File: src/rtl/ic_pkg.sv
// Shared definitions for the interconnect memory router.
//   ADDR_W / DATA_W / STRB_W : bus field widths
//   ic_req_t                 : request fields broadcast to every target
//   slot_w()                 : width of a slot index covering N targets plus the error slot
package ic_pkg;

    localparam int ADDR_W = 32;
    localparam int DATA_W = 32;
    localparam int STRB_W = 4;

    typedef struct packed {
        logic              wen;
        logic [STRB_W-1:0] strb;
        logic [DATA_W-1:0] wdata;
        logic [ADDR_W-1:0] addr;
    } ic_req_t;

    // Slot indices 0..n_tgt-1 are targets, n_tgt is the internal error slot.
    function automatic int slot_w(input int n_tgt);
        return (n_tgt < 1) ? 1 : $clog2(n_tgt + 1);
    endfunction

endpackage

File: src/rtl/ic_id_fifo.sv
// Ordered FIFO of slot indices for outstanding transactions.
//   g_clk, g_reset : clock, async active-high reset (clears pointers, count, contents)
//   push / wdata   : enqueue an index (caller guarantees !full)
//   pop            : dequeue the head (caller guarantees !empty)
//   head           : oldest entry, routes the response path
//   tail           : newest entry, used to keep a single target outstanding
//   full / empty   : occupancy flags
module ic_id_fifo #(
    parameter int WIDTH = 2,
    parameter int DEPTH = 2
) (
    input  logic             g_clk,
    input  logic             g_reset,
    input  logic             push,
    input  logic [WIDTH-1:0] wdata,
    input  logic             pop,
    output logic [WIDTH-1:0] head,
    output logic [WIDTH-1:0] tail,
    output logic             full,
    output logic             empty
);

    localparam int PTR_W = (DEPTH > 1) ? $clog2(DEPTH) : 1;
    localparam int CNT_W = $clog2(DEPTH + 1);

    logic [WIDTH-1:0] mem [DEPTH];
    logic [PTR_W-1:0] rd_ptr, wr_ptr, tail_ptr;
    logic [CNT_W-1:0] count;

    // Explicit wrap so non-power-of-two-safe and DEPTH=1 both work.
    function automatic logic [PTR_W-1:0] ptr_inc(input logic [PTR_W-1:0] p);
        return (int'(p) == DEPTH - 1) ? '0 : p + PTR_W'(1);
    endfunction

    assign tail_ptr = (wr_ptr == '0) ? PTR_W'(DEPTH - 1) : wr_ptr - PTR_W'(1);
    assign head     = mem[rd_ptr];
    assign tail     = mem[tail_ptr];
    assign full     = (count == CNT_W'(DEPTH));
    assign empty    = (count == '0);

    always_ff @(posedge g_clk or posedge g_reset) begin
        if (g_reset) begin
            rd_ptr <= '0;
            wr_ptr <= '0;
            count  <= '0;
            for (int i = 0; i < DEPTH; i++) mem[i] <= '0;
        end else begin
            if (push) begin
                mem[wr_ptr] <= wdata;
                wr_ptr      <= ptr_inc(wr_ptr);
            end
            if (pop) rd_ptr <= ptr_inc(rd_ptr);
            case ({push, pop})
                2'b10:   count <= count + CNT_W'(1);
                2'b01:   count <= count - CNT_W'(1);
                default: count <= count;
            endcase
        end
    end

endmodule

File: src/rtl/ic_mem_router.sv
// Single-initiator to N-target memory router with in-order responses.
//   g_clk, g_reset          : clock, async active-high reset
//   m_req/m_wen/m_strb/
//   m_wdata/m_addr, m_gnt   : initiator request channel
//   m_recv/m_error/m_rdata,
//   m_ack                   : initiator response channel
//   t_req/t_wen/t_strb/
//   t_wdata/t_addr, t_gnt   : per-target request channels (fields broadcast)
//   t_recv/t_error/t_rdata,
//   t_ack                   : per-target response channels
// Unmapped addresses go to an internal error slot that answers with
// m_error=1, m_rdata=0 the cycle after grant.
module ic_mem_router
    import ic_pkg::*;
#(
    parameter int                   N_TGT    = 2,
    parameter logic [32*N_TGT-1:0]  TGT_BASE = {32'h2000_0000, 32'h1000_0000},
    parameter logic [32*N_TGT-1:0]  TGT_MASK = {32'hFFFF_0000, 32'hFFFF_C000},
    parameter int                   DEPTH    = 2
) (
    input  logic                      g_clk,
    input  logic                      g_reset,
    input  logic                      m_req,
    input  logic                      m_wen,
    input  logic [STRB_W-1:0]         m_strb,
    input  logic [DATA_W-1:0]         m_wdata,
    input  logic [ADDR_W-1:0]         m_addr,
    output logic                      m_gnt,
    output logic                      m_recv,
    output logic                      m_error,
    output logic [DATA_W-1:0]         m_rdata,
    input  logic                      m_ack,
    output logic [N_TGT-1:0]          t_req,
    output logic [N_TGT-1:0]          t_wen,
    output logic [STRB_W*N_TGT-1:0]   t_strb,
    output logic [DATA_W*N_TGT-1:0]   t_wdata,
    output logic [ADDR_W*N_TGT-1:0]   t_addr,
    input  logic [N_TGT-1:0]          t_gnt,
    input  logic [N_TGT-1:0]          t_recv,
    input  logic [N_TGT-1:0]          t_error,
    input  logic [DATA_W*N_TGT-1:0]   t_rdata,
    output logic [N_TGT-1:0]          t_ack
);

    localparam int                SLOT_W   = slot_w(N_TGT);
    localparam logic [SLOT_W-1:0] ERR_SLOT = SLOT_W'(N_TGT);

    ic_req_t           req_in;
    logic [N_TGT-1:0]  hit;
    logic [SLOT_W-1:0] sel, head, tail;
    logic              full, empty, rdy, can_issue, push, pop;

    // Holds off issue for the first cycle after reset release.
    always_ff @(posedge g_clk or posedge g_reset) begin
        if (g_reset) rdy <= 1'b0;
        else         rdy <= 1'b1;
    end

    // Address decode, one comparator per target.
    for (genvar i = 0; i < N_TGT; i++) begin : g_dec
        assign hit[i] = (m_addr & TGT_MASK[i*ADDR_W +: ADDR_W]) ==
                        (TGT_BASE[i*ADDR_W +: ADDR_W] & TGT_MASK[i*ADDR_W +: ADDR_W]);
    end

    // Descending scan so the lowest hitting index wins.
    always_comb begin
        sel = ERR_SLOT;
        for (int i = N_TGT - 1; i >= 0; i--) begin
            if (hit[i]) sel = SLOT_W'(i);
        end
    end

    // Only one target may be outstanding at a time; that keeps responses
    // in order without reorder buffering.
    assign can_issue = rdy && !full && (empty || (tail == sel));

    assign req_in = '{wen: m_wen, strb: m_strb, wdata: m_wdata, addr: m_addr};
    assign t_wen   = {N_TGT{req_in.wen}};
    assign t_strb  = {N_TGT{req_in.strb}};
    assign t_wdata = {N_TGT{req_in.wdata}};
    assign t_addr  = {N_TGT{req_in.addr}};

    for (genvar i = 0; i < N_TGT; i++) begin : g_req
        assign t_req[i] = m_req && (sel == SLOT_W'(i)) && can_issue;
    end

    always_comb begin
        m_gnt = 1'b0;
        for (int i = 0; i < N_TGT; i++) begin
            if (sel == SLOT_W'(i)) m_gnt = t_gnt[i] && t_req[i];
        end
        if (sel == ERR_SLOT) m_gnt = can_issue && m_req;
    end

    // Response path follows the oldest outstanding slot.
    always_comb begin
        m_recv  = 1'b0;
        m_error = 1'b0;
        m_rdata = '0;
        t_ack   = '0;
        if (!empty) begin
            if (head == ERR_SLOT) begin
                m_recv  = 1'b1;
                m_error = 1'b1;
            end else begin
                for (int i = 0; i < N_TGT; i++) begin
                    if (head == SLOT_W'(i)) begin
                        m_recv   = t_recv[i];
                        m_error  = t_error[i];
                        m_rdata  = t_rdata[i*DATA_W +: DATA_W];
                        t_ack[i] = m_ack;
                    end
                end
            end
        end
    end

    assign push = m_req && m_gnt;
    assign pop  = m_recv && m_ack;

    ic_id_fifo #(
        .WIDTH (SLOT_W),
        .DEPTH (DEPTH)
    ) u_id_fifo (
        .g_clk   (g_clk),
        .g_reset (g_reset),
        .push    (push),
        .wdata   (sel),
        .pop     (pop),
        .head    (head),
        .tail    (tail),
        .full    (full),
        .empty   (empty)
    );

endmodule

File: config.mk
export PLATFORM = sky130hd
export DESIGN_NAME = ic_mem_router
export DESIGN_NICKNAME = d
export VERILOG_FILES = /design/src/rtl/ic_pkg.sv /design/src/rtl/ic_id_fifo.sv /design/src/rtl/ic_mem_router.sv
export SDC_FILE = /design/constraint.sdc
export NUM_CORES = 1
export LEC_CHECK = 0
export ABC_CLOCK_PERIOD_IN_PS = 1900
export CORE_AREA = 2 2 126 128
export DETAILED_ROUTE_END_ITERATION = 6
export DIE_AREA = 0 0 128 130
export PLACE_DENSITY_LB_ADDON = 0.05
export REMOVE_ABC_BUFFERS = 1
export SYNTH_ARGS = -nofsm -noshare
export SYNTH_HDL_FRONTEND = slang
export SYNTH_SLANG_ARGS = --single-unit
File: constraint.sdc
create_clock -name g_clk -period 1.9 [get_ports g_clk]
set_input_delay 0.19 -clock g_clk [delete_from_list [all_inputs] [get_ports g_clk]]
set_output_delay 0.19 -clock g_clk [all_outputs]
set_load 0.1 [all_outputs]
==> summary.md <==
| Metric | Value |
|---|---|
| Clock latency on the worst-skew pair | `0.23 ns` |
| IO Count | `320` |
| DR vias | `2,508` |
| Post-synth ARST share | `1.00` |
| Mapped Avg Cell Area | `6.88 um2` |
| Clk_skew | `0.00231 ns` |
| Cts hold-fix bufs | `0` |
| First-pass GRT wire length | `22,200 um` |
| Synth unique cells | `32` |
| Port bufs | `166` |
| Register area share after synthesis | `0.103` |
| H-Tree Depth | `1` |
| Yosys reg bits | `9` |
| Max cap viols | `0` |
| Area grow syn2layout | `156%` |
| Share of layout cells above drive strength 1 | `0.718` |
| Vias per std cell | `4.21` |
| ANT cells | `0` |
| Dpl ws | `-1.10 ns` |
| GRT Residual Overflow | `0` |
| CP required | `1.71 ns` |
| Power Density | `729 mW/mm2` |
| Most used cell, CP | `nor4b_4` |
| Failing checks | `setup timing` |
| WS Path Type | `input port to primary output` |
| Setup ws final | `-0.384 ns` |
| TritonRoute pass-1 iters | `3` |
| Crit path DAT | `2.09 ns` |
| Fin. Hold Viols | `0` |
| DIE WIDTH | `128 um` |
| Critical Path, Cell by Cell | `buf_6 -> or4_4 -> nor4b_4 -> a21oi_2 -> nor4b_4 -> buf_4 -> and3_4 -> buf_12` |
| Placed Area | `0.00407 mm2` |
| Final nets | `549` |
| Final Max Slew Viols | `0` |
| Die Y | `130 um` |
| Minimum clock period | `2.28 ns` |
| Part of the power in the clock network | `0.091` |
| CP max FO | `3` |
| Inst Count DP | `561` |
| CORE AREA | `0.0154 mm2` |
| Final std cells w/o fill | `596` |
| Post-synthesis instance total | `317` |
| Logic gate share of total power | `0.833` |
| Maximum clock insertion buffer count | `2` |
| Die area | `0.0166 mm2` |
| Worst Setup Start Kind | `input port` |
| Sw power | `0.00212 W` |
| CTS sink count | `9` |
| CTS tree | `done` |
| Worst hold path class | `input port to asynchronous set/reset pin` |
| Cell area after synthesis | `0.00218 mm2` |
| Clk Tree Root Cell | `clkbuf_16` |
| CP endpoint kind | `primary output` |
| Post-route DRC | `0` |
| EDFF count, synth | `0` |
| Most frequent cells in the layout | `84 x buf_12, 73 x clkdlybuf4s50_1, 54 x nand2_4, 36 x buf_4, 34 x a21oi_4` |
| GPL Wtd Cong | `0.738` |
| WHS | `0.233 ns` |
| GRT Resource Usage Total | `0.193` |
| Crit-path slowest cell | `or4_4` |
| Most common cell after layout, fill and taps aside | `buf_12` |
| Cell Rows | `46` |
| Initial antenna violation count | `0` |
| DR WL/cell | `29.2 um` |
| Final period util | `1.20` |
| Largest net degree at the start of global routing | `24` |
| Synth Flop Type | `dfrtp_1` |
| Antenna Nets Post-Route | `0` |
| DRT iter0 DRCs | `69` |
| Clk pin slew, worst setup/hold paths | `0.04 ns` |
| Net switching share of the total power | `0.520` |
| Crit path largest cell delay | `0.57 ns` |
| P_leak | `2.35 nW` |
| Final setup vio count | `45` |
| Routed wire length | `17,400 um` |
| CTS Buf Count | `3` |
| Run status | `finished, violations left` |
| Hpwl dp | `13,500 um` |
| Peak supply drop | `0.772 mV` |
| Final Cell Area | `0.00558 mm2` |
| Initial Util | `0.141` |
| FMAX | `0.438 GHz` |
| Sequential share of power | `0.075` |
| Vias in the first global route | `2,764` |
| Synth warnings | `0` |
| RSZ-0062 raised after global routing | `yes` |
| P_int | `0.00195 W` |
-- area by class of cell --
class / count / area, um2
fillers: 1538 / 9840
repair buffers: 232 / 3200
multi-input cells: 155 / 1820
well taps: 192 / 240
flip-flops and latches: 9 / 225
clock buffers: 4 / 78.8
inverters: 4 / 17.5
-- synth_stat cells (3+ instances only) --
master / n / area share
nor2_1: 5 / 0.0086
buf_4: 138 / 0.48
mux2i_1: 3 / 0.014
inv_1: 4 / 0.0069
clkbuf_1: 11 / 0.019
mux2_1: 3 / 0.015
o21ai_0: 3 / 0.0069
xnor2_1: 4 / 0.016
a21oi_1: 35 / 0.080
mux2_2: 4 / 0.021
dfrtp_1: 9 / 0.10
nand2_1: 72 / 0.12
-- registers in the layout, indices dropped and copies added, names as in the netlist --
| name | count |
|---|---|
| rdy | 1 |
| u_id_fifo.count | 2 |
| u_id_fifo.mem | 4 |
| u_id_fifo.rd_ptr | 1 |
| u_id_fifo.wr_ptr | 1 |
-- repair_timing --
item / CTS / global route
resized for setup: 251 / 75
cloned: 7 / 4
setup buffers: 21 / 8
endpoints found under the setup margin: 44 / 47
pin swaps: 84 / 36
-- worst max-delay path, delay by kind of cell --
| family | cells | cell delay [ns] |
|---|---|---|
| simple gates | 4 | 1.37 |
| compound gates | 1 | 0.11 |
| buf+inv | 3 | 0.43 |
-- final timing paths --
check / endpoint / depth (start not counted) / slack, ns / from
min in group g_clk: t_addr[12] / 0 / 0.38 / m_addr[12]
worst max-delay path: t_req[0] / 8 / -0.38 / m_addr[16]
worst min-delay path: u_id_fifo.mem[2]$_DFFE_PP0P_ / 2 / 0.23 / g_reset
worst max register to register: u_id_fifo.mem[2]$_DFFE_PP0P_ / 8 / -0.24 / u_id_fifo.wr_ptr$_DFFE_PP0P_
worst min register to register: u_id_fifo.mem[3]$_DFFE_PP0P_ / 1 / 0.58 / u_id_fifo.mem[3]$_DFFE_PP0P_
max in group asynchronous: u_id_fifo.count[0]$_DFFE_PP0P_ / 2 / 1.41 / g_reset
-- layer usage --
layer  track usage  part of all wire  vias to the layer above
met4         0.119             0.073                        6
met2         0.310              0.46                      267
li1              -                 -                     1066
met1         0.158              0.28                     1134
met5        0.0765            0.0088                        -
met3         0.162              0.18                       35
-- metrics by stage --
stage	setup TNS [ns]	util	power, W
after floorplan	-67.30	-	0.00153
after global placement	-9.49	0.264	0.00311
after detailed placement	-10.13	0.264	0.00310
after CTS	-9.37	0.346	0.00388
after global routing	-11.23	0.362	0.00421
final	-8.44	0.362	0.00407
-- power by group through the flow --
stage               clock (W)  combinational [W]  sequential, W
finish               0.000371            0.00339       0.000307
global route         0.000392            0.00351       0.000312
CTS                  0.000376            0.00320       0.000303
detailed placement          0            0.00280       0.000298
global placement            0            0.00281       0.000300
floorplan                   0            0.00121       0.000314
-- kinds of logic after synthesis --
group,Yosys count,share of synthesized area
adder cells (fa/ha/maj),1,0.00574
multiplexers,10,0.0499
XOR/XNOR,5,0.0201
other,1,0.00172
AND/OR/NAND/NOR,97,0.220
AO/OA/AOI/OAI,41,0.0976
buffers and inverters,153,0.501
flip-flops,9,0.103
(Power assumes the default switching activity.)
